File: config.mk
export PLATFORM = sky130hd
export DESIGN_NAME = dac_cmd_arbiter
export DESIGN_NICKNAME = d
export VERILOG_FILES = /design/src/rtl/dac_pkg.sv /design/src/rtl/dac_rr_arb.sv /design/src/rtl/dac_cmd_arbiter.sv
export SDC_FILE = /design/constraint.sdc
export NUM_CORES = 1
export LEC_CHECK = 0
export BUFFER_PORTS_ARGS = -buffer_cell sky130_fd_sc_hd__buf_4
export CAP_MARGIN = 5
export CORE_MARGIN = 3
export CORE_UTILIZATION = 51
export CTS_CLUSTER_SIZE = 8
export DETAILED_ROUTE_END_ITERATION = 12
export PLACE_DENSITY_LB_ADDON = 0.2
export SETUP_SLACK_MARGIN = 0.3
export SLEW_MARGIN = 20
export SYNTH_ARGS = -nofsm -noshare
export SYNTH_HDL_FRONTEND = slang
export SYNTH_SLANG_ARGS = --single-unit
export TNS_END_PERCENT = 50
File: constraint.sdc
create_clock -name clk -period 3.56 [get_ports clk]
set_input_delay 0.178 -clock clk [delete_from_list [all_inputs] [get_ports clk]]
set_output_delay 0.178 -clock clk [all_outputs]
set_load 0.005 [all_outputs]
File: src/rtl/dac_pkg.sv
// Shared state encoding, DAC command-word layout and init-frame word for the DAC command arbiter.
// Holds types and constants only, so it adds no timing and no flow control.
package dac_pkg;

    localparam int COMM_W = 4;
    localparam int ADDR_W = 4;
    localparam int DATA_W = 16;

    typedef enum logic [2:0] {
        ST_IDLE,
        ST_START,
        ST_WAIT_BUSY,
        ST_WAIT_DONE,
        ST_GAP
    } dac_state_t;

    typedef struct packed {
        logic [COMM_W-1:0] comm;
        logic [ADDR_W-1:0] addr;
        logic [DATA_W-1:0] data;
    } dac_cmd_t;

    localparam dac_cmd_t INIT_CMD = '{comm: 4'h7, addr: 4'hF, data: 16'h0000};

    // The counter must reach n itself, so size it for n+1 values.
    function automatic int cnt_width(input int n);
        return (n < 1) ? 1 : $clog2(n + 1);
    endfunction

endpackage

File: src/rtl/dac_rr_arb.sv
// Combinational round-robin one-hot selector. The search starts one above i_ptr, the last winner.
// Zero latency and no state; the caller owns the pointer and advances it only when it issues a grant.
module dac_rr_arb #(
    parameter int NREQ = 4
) (
    input  logic [NREQ-1:0]         i_req,
    input  logic [$clog2(NREQ)-1:0] i_ptr,
    output logic [NREQ-1:0]         o_gnt,
    output logic [$clog2(NREQ)-1:0] o_idx,
    output logic                    o_vld
);

    localparam int PW = $clog2(NREQ);

    logic [PW-1:0] w_cand;

    always_comb begin
        o_gnt  = '0;
        o_idx  = '0;
        o_vld  = 1'b0;
        w_cand = '0;
        for (int k = 1; k <= NREQ; k++) begin
            w_cand = PW'((int'(i_ptr) + k) % NREQ);
            if (!o_vld && i_req[w_cand]) begin
                o_vld         = 1'b1;
                o_idx         = w_cand;
                o_gnt[w_cand] = 1'b1;
            end
        end
    end

endmodule

File: src/rtl/dac_cmd_arbiter.sv
// Round-robin arbiter feeding one command word at a time to a DAC SPI serializer. Latency: req to gnt is 1 clk, gnt to dac_start is 1 clk.
// Requesters are held off while a frame, its timeout or the inter-frame gap runs. Defining DAC_ARB_INIT_EN adds one init frame after reset.
module dac_cmd_arbiter
    import dac_pkg::*;
#(
    parameter int NREQ       = 4,
    parameter int GAP_CYCLES = 64,
    parameter int TMO_CYCLES = 256
) (
    input  logic                     clk,
    input  logic                     rst_n,
    input  logic [NREQ-1:0]          i_req,
    input  logic [COMM_W*NREQ-1:0]   i_req_comm,
    input  logic [ADDR_W*NREQ-1:0]   i_req_addr,
    input  logic [DATA_W*NREQ-1:0]   i_req_data,
    output logic [NREQ-1:0]          o_gnt,
    output logic [COMM_W-1:0]        o_dac_comm,
    output logic [ADDR_W-1:0]        o_dac_addr,
    output logic [DATA_W-1:0]        o_dac_data,
    output logic                     o_dac_start,
    input  logic                     i_dac_busy,
    output logic                     o_busy,
    output logic                     o_err_tmo
);

    localparam int PW = $clog2(NREQ);
    localparam int TW = cnt_width(TMO_CYCLES);
    localparam int GW = cnt_width(GAP_CYCLES);

    localparam logic [TW-1:0] TMO_LAST = (TMO_CYCLES > 0) ? TW'(TMO_CYCLES - 1) : '0;
    localparam logic [GW-1:0] GAP_LAST = (GAP_CYCLES > 0) ? GW'(GAP_CYCLES - 1) : '0;

    dac_state_t      r_state;
    logic [PW-1:0]   r_ptr;
    logic [TW-1:0]   r_tmo_cnt;
    logic [GW-1:0]   r_gap_cnt;
`ifdef DAC_ARB_INIT_EN
    logic            r_init_pend;
`endif

    logic [NREQ-1:0] w_gnt;
    logic [PW-1:0]   w_win;
    logic            w_any;
    dac_cmd_t        w_sel;
    logic            w_tmo_hit;
    logic            w_gap_hit;

    dac_rr_arb #(
        .NREQ (NREQ)
    ) u_rr_arb (
        .i_req (i_req),
        .i_ptr (r_ptr),
        .o_gnt (w_gnt),
        .o_idx (w_win),
        .o_vld (w_any)
    );

    // One-hot AND-OR mux of the winner's command word.
    always_comb begin
        w_sel = '0;
        for (int i = 0; i < NREQ; i++) begin
            if (w_gnt[i]) begin
                w_sel.comm = i_req_comm[COMM_W*i +: COMM_W];
                w_sel.addr = i_req_addr[ADDR_W*i +: ADDR_W];
                w_sel.data = i_req_data[DATA_W*i +: DATA_W];
            end
        end
    end

    // The last count value is the one whose edge leaves the state, so counters never pass it.
    assign w_tmo_hit = (r_tmo_cnt >= TMO_LAST);
    assign w_gap_hit = (r_gap_cnt >= GAP_LAST);

    always_ff @(posedge clk or negedge rst_n) begin
        if (!rst_n) begin
            r_state     <= ST_IDLE;
            r_ptr       <= PW'(NREQ - 1);
            r_tmo_cnt   <= '0;
            r_gap_cnt   <= '0;
            o_gnt       <= '0;
            o_dac_start <= 1'b0;
            o_dac_comm  <= '0;
            o_dac_addr  <= '0;
            o_dac_data  <= '0;
            o_busy      <= 1'b0;
            o_err_tmo   <= 1'b0;
`ifdef DAC_ARB_INIT_EN
            r_init_pend <= 1'b1;
`endif
        end else begin
            o_gnt       <= '0;
            o_dac_start <= 1'b0;
            case (r_state)
                ST_IDLE: begin
`ifdef DAC_ARB_INIT_EN
                    if (r_init_pend) begin
                        r_init_pend <= 1'b0;
                        o_dac_comm  <= INIT_CMD.comm;
                        o_dac_addr  <= INIT_CMD.addr;
                        o_dac_data  <= INIT_CMD.data;
                        o_busy      <= 1'b1;
                        r_state     <= ST_START;
                    end else
`endif
                    if (w_any) begin
                        o_gnt      <= w_gnt;
                        r_ptr      <= w_win;
                        o_dac_comm <= w_sel.comm;
                        o_dac_addr <= w_sel.addr;
                        o_dac_data <= w_sel.data;
                        o_busy     <= 1'b1;
                        r_state    <= ST_START;
                    end
                end
                ST_START: begin
                    o_dac_start <= 1'b1;
                    r_tmo_cnt   <= '0;
                    r_state     <= ST_WAIT_BUSY;
                end
                ST_WAIT_BUSY: begin
                    if (i_dac_busy) begin
                        r_state <= ST_WAIT_DONE;
                    end else if (w_tmo_hit) begin
                        o_err_tmo <= 1'b1;
                        r_gap_cnt <= '0;
                        r_state   <= ST_GAP;
                    end else begin
                        r_tmo_cnt <= r_tmo_cnt + 1'b1;
                    end
                end
                ST_WAIT_DONE: begin
                    if (!i_dac_busy) begin
                        r_gap_cnt <= '0;
                        r_state   <= ST_GAP;
                    end
                end
                ST_GAP: begin
                    if (w_gap_hit) begin
                        o_busy  <= 1'b0;
                        r_state <= ST_IDLE;
                    end else begin
                        r_gap_cnt <= r_gap_cnt + 1'b1;
                    end
                end
                default: begin
                    o_busy  <= 1'b0;
                    r_state <= ST_IDLE;
                end
            endcase
        end
    end

endmodule
* After elaboration in Yosys (flattened, before gate mapping)
Cells that the tools add are included.
Operators by class: divide/modulo/power cells 0, multipliers 0, order comparisons 10, $add $sub $neg 6, shift-type cells 0, reductions and logical operators 20, mux-type cells 52, equality and inequality tests 12, bitwise logic cells 5
Operators by type and width (count):
- two-way mux 24 bit | 4
- two-way mux 7 bit | 4
- two-way mux 4 bit | 6
- one-hot mux 7 bit (3 select lines) | 1
- two-way mux 9 bit | 2
- one-hot mux 9 bit (2 select lines) | 1
- two-way mux 1 bit | 15
- two-way mux 3 bit | 5
- one-hot mux 3 bit (5 select lines) | 1
- < comparator 2 x 3 -> 1 bit, second input constant | 4
- != test 2 bit, second input constant | 6
- OR 4 bit | 3
- adder 9 x 1 -> 9 bit, second input constant | 1
- greater-or-equal comparator 9 x 8 -> 1 bit, second input constant | 1
- AND reduction 3 bit | 3
- binary-select mux 1 bit (select 2 bit) | 4
- demux 1 bit (select 2 bit) | 4
- greater-or-equal comparator 2 x 1 -> 1 bit, second input constant | 4
- two-way mux 2 bit | 4
- adder 7 x 1 -> 7 bit, second input constant | 1
- greater-or-equal comparator 7 x 6 -> 1 bit, second input constant | 1
- logical AND 1 bit | 7
- == test 3 x 2 -> 1 bit, second input constant | 2
- AND reduction 5 bit | 1
- 15 further kinds | 20
Word-level totals: register bits after elaboration 52, RAM bits 0, ROM bits 0, input bits 103, latch bits 0, output and inout port bits 31, memories kept 0, word-level logic and storage cells 116

* Longest topological paths before layout
Gate-level depths: netlist of run 1.
depth after elaboration 17, gate-level depth with buffers 12, mapped depth without buffers 10

* Cells and area by module
Synthesis of run 1 repeated with hierarchy kept, for this count alone.
Second synthesis, totals: cells, all modules 403, area, all modules 3529.6 um2
Modules (own cells, without submodules):
- dac_cmd_arbiter | times used 1, sequential area each 1303.8 um2, cells each 317, area each 2900.3 um2
- dac_rr_arb | times used 1, sequential area each 0.0 um2, cells each 86, area each 629.4 um2

* Worst setup path after synthesis of run 1
Ideal clock, no wire load.
path kind reg-to-reg, from reg r_ptr[1], to reg o_dac_addr[0], path slack 0.423 ns, data required time 3.414 ns, path buffers 4, library setup time 0.146 ns, period minus slack after synthesis 3.137 ns, cell stages (with the launch flop) 13, arrival time 2.991 ns, path through dfstp_2 buf_2 inv_1 ha_1 buf_2 mux4_1 or3b_1 a2bb2oi_2 or2_1 buf_4 buf_6 o31ai_1 o221ai_1
Between the ends: cells in the longest elaborated chain, start to end 17, elaborated cells between the ends (all ways) 54, those cells by class 4 x add/sub; 8 x order compare; 28 x mux; 3 x bitwise; 11 x reduce/logical
Ends and longest elaborated chain:
- from (decl) | RTL line dac_cmd_arbiter.sv:34 | logic [PW-1:0] r_ptr;
- from (signal assigned) | RTL line dac_cmd_arbiter.sv:77 | r_ptr <= PW'(NREQ - 1);
- from (signal assigned) | RTL line dac_cmd_arbiter.sv:107 | r_ptr <= w_win;
- parallel branches: the longest is 17 deep, another holds < comparator 2 x 3 -> 1 bit
- to (signal assigned) | RTL line dac_cmd_arbiter.sv:109 | o_dac_addr <= w_sel.addr;
- to (decl) | RTL line dac_cmd_arbiter.sv:18 | output logic [ADDR_W-1:0] o_dac_addr,
Several ways; the timed one is not identified. The select of a mux whose other input is x is not followed. A chain may end at the register's enable or synchronous reset.

* Worst setup path after layout of run 1
from reg r_ptr[0], to reg o_dac_data[13]
Between the ends: cells in the longest elaborated chain, start to end 17, elaborated cells between the ends (all ways) 54, those cells by class 4 x add/sub; 8 x order compare; 28 x mux; 3 x bitwise; 11 x reduce/logical
Ends and longest elaborated chain:
- parallel branches: the longest is 17 deep, another holds < comparator 2 x 3 -> 1 bit
- to (signal assigned) | RTL line dac_cmd_arbiter.sv:110 | o_dac_data <= w_sel.data;
- to (decl) | RTL line dac_cmd_arbiter.sv:19 | output logic [DATA_W-1:0] o_dac_data,
Several ways; the timed one is not identified. The select of a mux whose other input is x is not followed.

==> results_dict.tcl, run 1 <==
set metrics [dict create \
    max_slew_margin_pct 26.7 \
    post-route-period-util_pct 87.6 \
    drive_above_1_share_pct 32.5 \
    route.detailed.drc 0 \
    ys_seq_area_share_pct 33.3 \
    final_area_um2 5100 \
    fin_worst_skew_ps 3.88 \
    syn_inst 434 \
    fin_nets 667 \
    cts_tree "built" \
    synth-seq-cells 52 \
    wl_per_cell_um 17.8 \
    drt-vias-per-instance 6.03 \
    p_leak_nw 2.49 \
    critPathMaxFanout 20 \
    placed_area_um2 4970 \
    rows 31 \
    h-tree-depth 2 \
    grt_overflow_total 0 \
    ioPinCount 134 \
    yosys_warnings 0 \
    critPathArrivalTime_ps 3270 \
    status "complete, no violations" \
    clock_latency_ps 320 \
    chipWidth_um 93.7 \
    portBuffers 133 \
    dpl.hpwl_um 8280 \
    vias 3935 \
    rsz0062_at_grt "no" \
    cts-buffers-inserted 5 \
    grt_pass1_wl_um 18600 \
    place_ws_ps 345 \
    setup_viol 0 \
    critPathCaptureType "flop" \
    synth_cell_types 63 \
    core-area_um2 7370 \
    root_buffer "clkbuf_8" \
    ys.flop_type "dfrtp_1" \
    finalSetupTns_ps 0 \
    min_period_ps 3120 \
    worst_slew_pin_slew_ps 1100 \
    drv_slew 0 \
    firstDrtPassIters 4 \
    grt_max_degree 53 \
    grt_antenna_before_repair 0 \
    finalHoldViolCount 0 \
    synthTopCellsByArea "dfrtp_1 (32%), inv_1 (5.8%), o221ai_1 (5.6%)" \
    crit_type "flop to flop" \
    area_growth_pct 30.0 \
    die_h_um 93.7 \
    cp.required_ps 3710 \
    place.gp.congestion 0.897 \
    clockBufferDepth 2 \
    dieArea_um2 8770 \
    min_path_cells 2 \
    wl_um 11700 \
    start_kind "flop" \
    maxCapViolCount 0 \
    hold_class "input port to flop" \
    syn_area_um2 3920 \
    avgSynthCellArea_um2 9.03 \
    max_freq_ghz 0.321 \
    start_util_pct 53.2 \
    reg2regPathDepth 9 \
    synth-edff-count 0 \
    path_clk_slew_ps 100 \
    power.density_nw_per_um2 894 \
    num_antenna_cells 0 \
    yosysTopAreaCellShare_pct 31.9 \
    ir_worst_vdd_mv 0.610 \
    yosys.area.top_type "dfrtp_1" \
    cts_sinks 52 \
    grt_usage_pct 26.3 \
    grt_pass1_vias 3909 \
    syn_nets 548 \
    antenna_left 0 \
    first_iter_violations 249 \
    synth_async_sr_flop_share_pct 100 \
    setup_slack_ps 440 \
]
==> power breakdown <==
part	switching [mW]	leakage, nW	total, mW	internal (mW)
clock network	0.215	0.0541	0.424	0.209
logic	1.73	1.78	3.11	1.38
registers	0.177	0.661	1.02	0.841
total	2.12	2.49	4.55	2.43
==> path summary, 6_finish.rpt <==
| path | start | end | slack [ps] |
|---|---|---|---|
| hold / removal | i_dac_busy | o_err_tmo | 90 |
| hold reg to reg | r_gap_cnt[4] | r_gap_cnt[4] | 500 |
| max in group asynchronous | rst_n | o_dac_data[2] | 2660 |
| setup reg to reg | r_ptr[0] | o_dac_data[13] | 440 |
| setup / recovery | r_ptr[0] | o_dac_data[13] | 440 |
| min in group asynchronous | rst_n | r_gap_cnt[6] | 440 |
==> synth_stat cells, types with 4 or more instances <==
| cell | count |
|---|---|
| nand2_1 | 30 |
| ha_1 | 11 |
| buf_6 | 5 |
| nor2_1 | 18 |
| buf_4 | 5 |
| dfrtp_1 | 50 |
| a2111oi_1 | 17 |
| xor2_1 | 5 |
| o21bai_1 | 24 |
| nand2b_1 | 4 |
| clkbuf_1 | 13 |
| inv_1 | 61 |
| a2111oi_0 | 5 |
| o21ai_0 | 12 |
| o21a_1 | 26 |
| o31ai_1 | 25 |
| a21oi_1 | 10 |
| o221ai_1 | 25 |
| mux2_2 | 4 |
| buf_2 | 11 |
==> flip-flops by register name, summed over array words and instances, names as in the netlist <==
name	count
o_err_tmo	1
o_gnt	4
o_busy	1
o_dac_comm	4
o_dac_start	1
r_tmo_cnt	9
r_gap_cnt	7
r_ptr	2
o_dac_data	16
r_state	3
o_dac_addr	4
==> cell families (layout without fill, tap and decap cells) <==
logic type               count (synthesis)  in the layout  share of synthesized area (%)
AND/OR/NAND/NOR                         91             91                           12.3
adder cells (fa/ha/maj)                 11             11                           3.51
flip-flops                              52             52                           33.3
XOR/XNOR                                 6              6                           1.34
AO/OA/AOI/OAI                          169            169                           34.9
buffers and inverters                   97            217                           11.1
multiplexers                             8              8                           3.54
==> per-layer routing <==
metal / wire, um / up-vias / GRT usage, %
met5: 0 / - / 0
met4: 238 / 0 / 8.18
met3: 781 / 29 / 4.17
met2: 5840 / 171 / 44.8
met1: 4790 / 1900 / 34.4
li1: - / 1835 / -
==> cell type report <==
cell class	count	area [um^2]
multi-input combinational	285	2200
sequential	52	1300
inverter	61	229
clock buffer	5	68.8
tap	99	124
fill	613	2270
timing repair buffer	148	1130
clock inverter	3	42.5
==> per-stage QoR <==
stage | power [mW] | hold WS [ps] | util [%] | cells
after global placement | 3.99 | 267 | 67.5 | 644
after CTS | 4.52 | 91.9 | 69.1 | 653
after detailed placement | 4.09 | 268 | 67.5 | 644
final | 4.55 | 93.0 | 69.2 | 653
after floorplan | 3.19 | -118 | - | 434
after global routing | 4.88 | 107 | 69.2 | 653
==> placed cells by master (no fill, tap or decap), types with 12 or more instances in the layout <==
cell type  instances
dfrtp_1           50
o21ai_0           12
o31ai_1           25
o21bai_1          24
o21a_1            25
buf_4            145
nor2_1            18
o221ai_1          24
nand2_1           30
a2111oi_1         17
inv_1             61
==> worst max-delay path, stage by stage (launching register included) <==
cell and delay [ps]:
dfstp_2 540, inv_1 110, ha_1 340, mux4_1 610
nor3b_2 190, o22ai_2 300, buf_6 260, a2111oi_0 150
o31ai_1 320, o221ai_1 140
==> timing repair <==
action                     4_1_cts  5_1_grt
hold buffers                     1        0
buffers inserted                 0        0
setup endpoints to repair        0       24
hold endpoints to repair        50        0
gates resized for setup          0        2
No activity file was read; power rests on OpenSTA's default activity.
==> inputs of run 2 (changes only) <==
--- a/config.mk
+++ b/config.mk
@@ -12,6 +12,7 @@
 export CTS_CLUSTER_SIZE = 8
 export DETAILED_ROUTE_END_ITERATION = 12
 export PLACE_DENSITY_LB_ADDON = 0.2
+export RECOVER_POWER = 50
 export SETUP_SLACK_MARGIN = 0.3
 export SLEW_MARGIN = 20
 export SYNTH_ARGS = -nofsm -noshare
==> results_dict.tcl, run 2 (synthesized netlist as in run 1, its figures left out) <==
set metrics [dict create \
    drive_above_1_share_pct 32.3 \
    ioPinCount 134 \
    grt_usage_pct 26.3 \
    grt_pass1_vias 3909 \
    die_h_um 93.7 \
    power.density_nw_per_um2 894 \
    antenna_left 0 \
    hold_ws_ps 94.0 \
    first_iter_violations 234 \
    finalSetupTns_ps 0 \
    final_core_util_pct 69.1 \
    place.gp.congestion 0.897 \
    top_register "o_dac_data" \
    crit_type "flop to flop" \
    grt_pass1_wl_um 18600 \
    p_switching_mw 2.13 \
    ir_worst_vdd_mv 0.616 \
    layout.cells.most_common "buf_4" \
    critPathMaxFanout 24 \
    max_slew_margin_pct 9.94 \
    post-route-period-util_pct 87.4 \
    combPwrFrac_pct 68.3 \
    firstDrtPassIters 4 \
    num_antenna_cells 0 \
    regToRegSetupSlack_ps 450 \
    p_leak_nw 2.48 \
    final_cell_mix "buf_4 (129), inv_1 (61), dfrtp_1 (50), nand2_1 (30)" \
    clockBufferDepth 2 \
    pwr-share-clk_pct 9.3 \
    rows 31 \
    drt-vias-per-instance 6.03 \
    h-tree-depth 2 \
    cp.required_ps 3690 \
    portBuffers 133 \
    status "complete, no violations" \
    chipWidth_um 93.7 \
    critPathArrivalTime_ps 3250 \
    cts_sinks 52 \
    cts_tree "built" \
    grt_antenna_before_repair 0 \
    fin_nets 667 \
    dieArea_um2 8770 \
    num-fill-cells 613 \
    vias 3938 \
    drv_slew 0 \
    worst_slew_pin_slew_ps 1350 \
    cts-buffers-inserted 5 \
    maxCapViolCount 0 \
    swShare_pct 46.8 \
    start_util_pct 53.2 \
    min_period_ps 3110 \
    power_frac_seq_pct 22.3 \
    clock_latency_ps 320 \
    finalHoldViolCount 0 \
    setup_slack_ps 449 \
    dp.cells 644 \
    path_clk_slew_ps 100 \
    root_buffer "clkbuf_8" \
    final_cells 653 \
    largest_reg_flops 16 \
    cell_internal_pwr_mw 2.42 \
    area_growth_pct 29.8 \
    grt_overflow_total 0 \
    core-area_um2 7370 \
    place_ws_ps 345 \
    fin_worst_skew_ps 3.82 \
    critPathCaptureType "flop" \
    wl_um 11700 \
    grt_max_degree 53 \
    max_freq_ghz 0.321 \
    route.detailed.drc 0 \
    top_regs "o_dac_data: 16 flops, r_tmo_cnt: 9 flops, r_gap_cnt: 7 flops" \
    setup_viol 0 \
    dpl.hpwl_um 8280 \
    start_kind "flop" \
    hold_class "input port to flop" \
    rsz0062_at_grt "no" \
    wl_per_cell_um 18.0 \
]
## run 2: worst paths after layout
kind | start | endpoint | cells after the start
max | r_ptr[0] | o_dac_comm[1] | 6
min | i_dac_busy | o_err_tmo | 2
max reg2reg | r_ptr[0] | o_dac_comm[1] | 6
min reg2reg | o_dac_data[15] | o_dac_data[15] | 2
max in group asynchronous | rst_n | o_dac_data[2] | 2
min in group asynchronous | rst_n | r_gap_cnt[6] | 2
## run 2: timing repair
action	CTS	global route
setup endpoints to repair	0	24
buffers inserted	0	0
gates resized for setup	0	2
hold buffers	1	0
hold endpoints to repair	50	0
## run 2: cell type report
cell class / instances / area (um^2) / area share (%)
Tap cell: 99 / 124 / 2.43
Multi-Input combinational cell: 285 / 2200 / 43.2
Sequential cell: 52 / 1300 / 25.6
Timing Repair Buffer: 148 / 1120 / 22.1
Clock inverter: 3 / 42.5 / 0.836
Inverter: 61 / 229 / 4.50
Clock buffer: 5 / 68.8 / 1.35
## run 2: per-layer routing
| metal | up-vias | part of all wire (%) | global-route usage, % |
|---|---|---|---|
| li1 | 1832 | - | - |
| met1 | 1893 | 40 | 34.4 |
| met2 | 186 | 50 | 44.8 |
| met3 | 27 | 7.7 | 4.17 |
| met4 | 0 | 2.1 | 8.18 |
| met5 | - | 0 | 0 |
## run 2: stage by stage
step,instance area (um^2),total power [mW]
floorplan,3920,3.19
global placement,4970,3.99
detailed placement,4970,4.09
CTS,5090,4.52
global route,5090,4.87
finish,5090,4.55
## run 2: worst max-delay path, stage by stage, from the launching register on
cell      delay [ps]
dfstp_2          540
buf_4            210
mux2_2           430
nor4_1           290
o32a_1           260
o31a_1           900
o221ai_1         300
## run 2: power by group through the flow
stage                     clock network [mW]  registers [mW]  logic, mW
after floorplan                            0            1.00       2.18
after global placement                     0            1.02       2.97
after detailed placement                   0            1.03       3.07
after CTS                              0.426            1.02       3.08
after global routing                   0.448            1.05       3.37
final                                  0.425            1.02       3.11
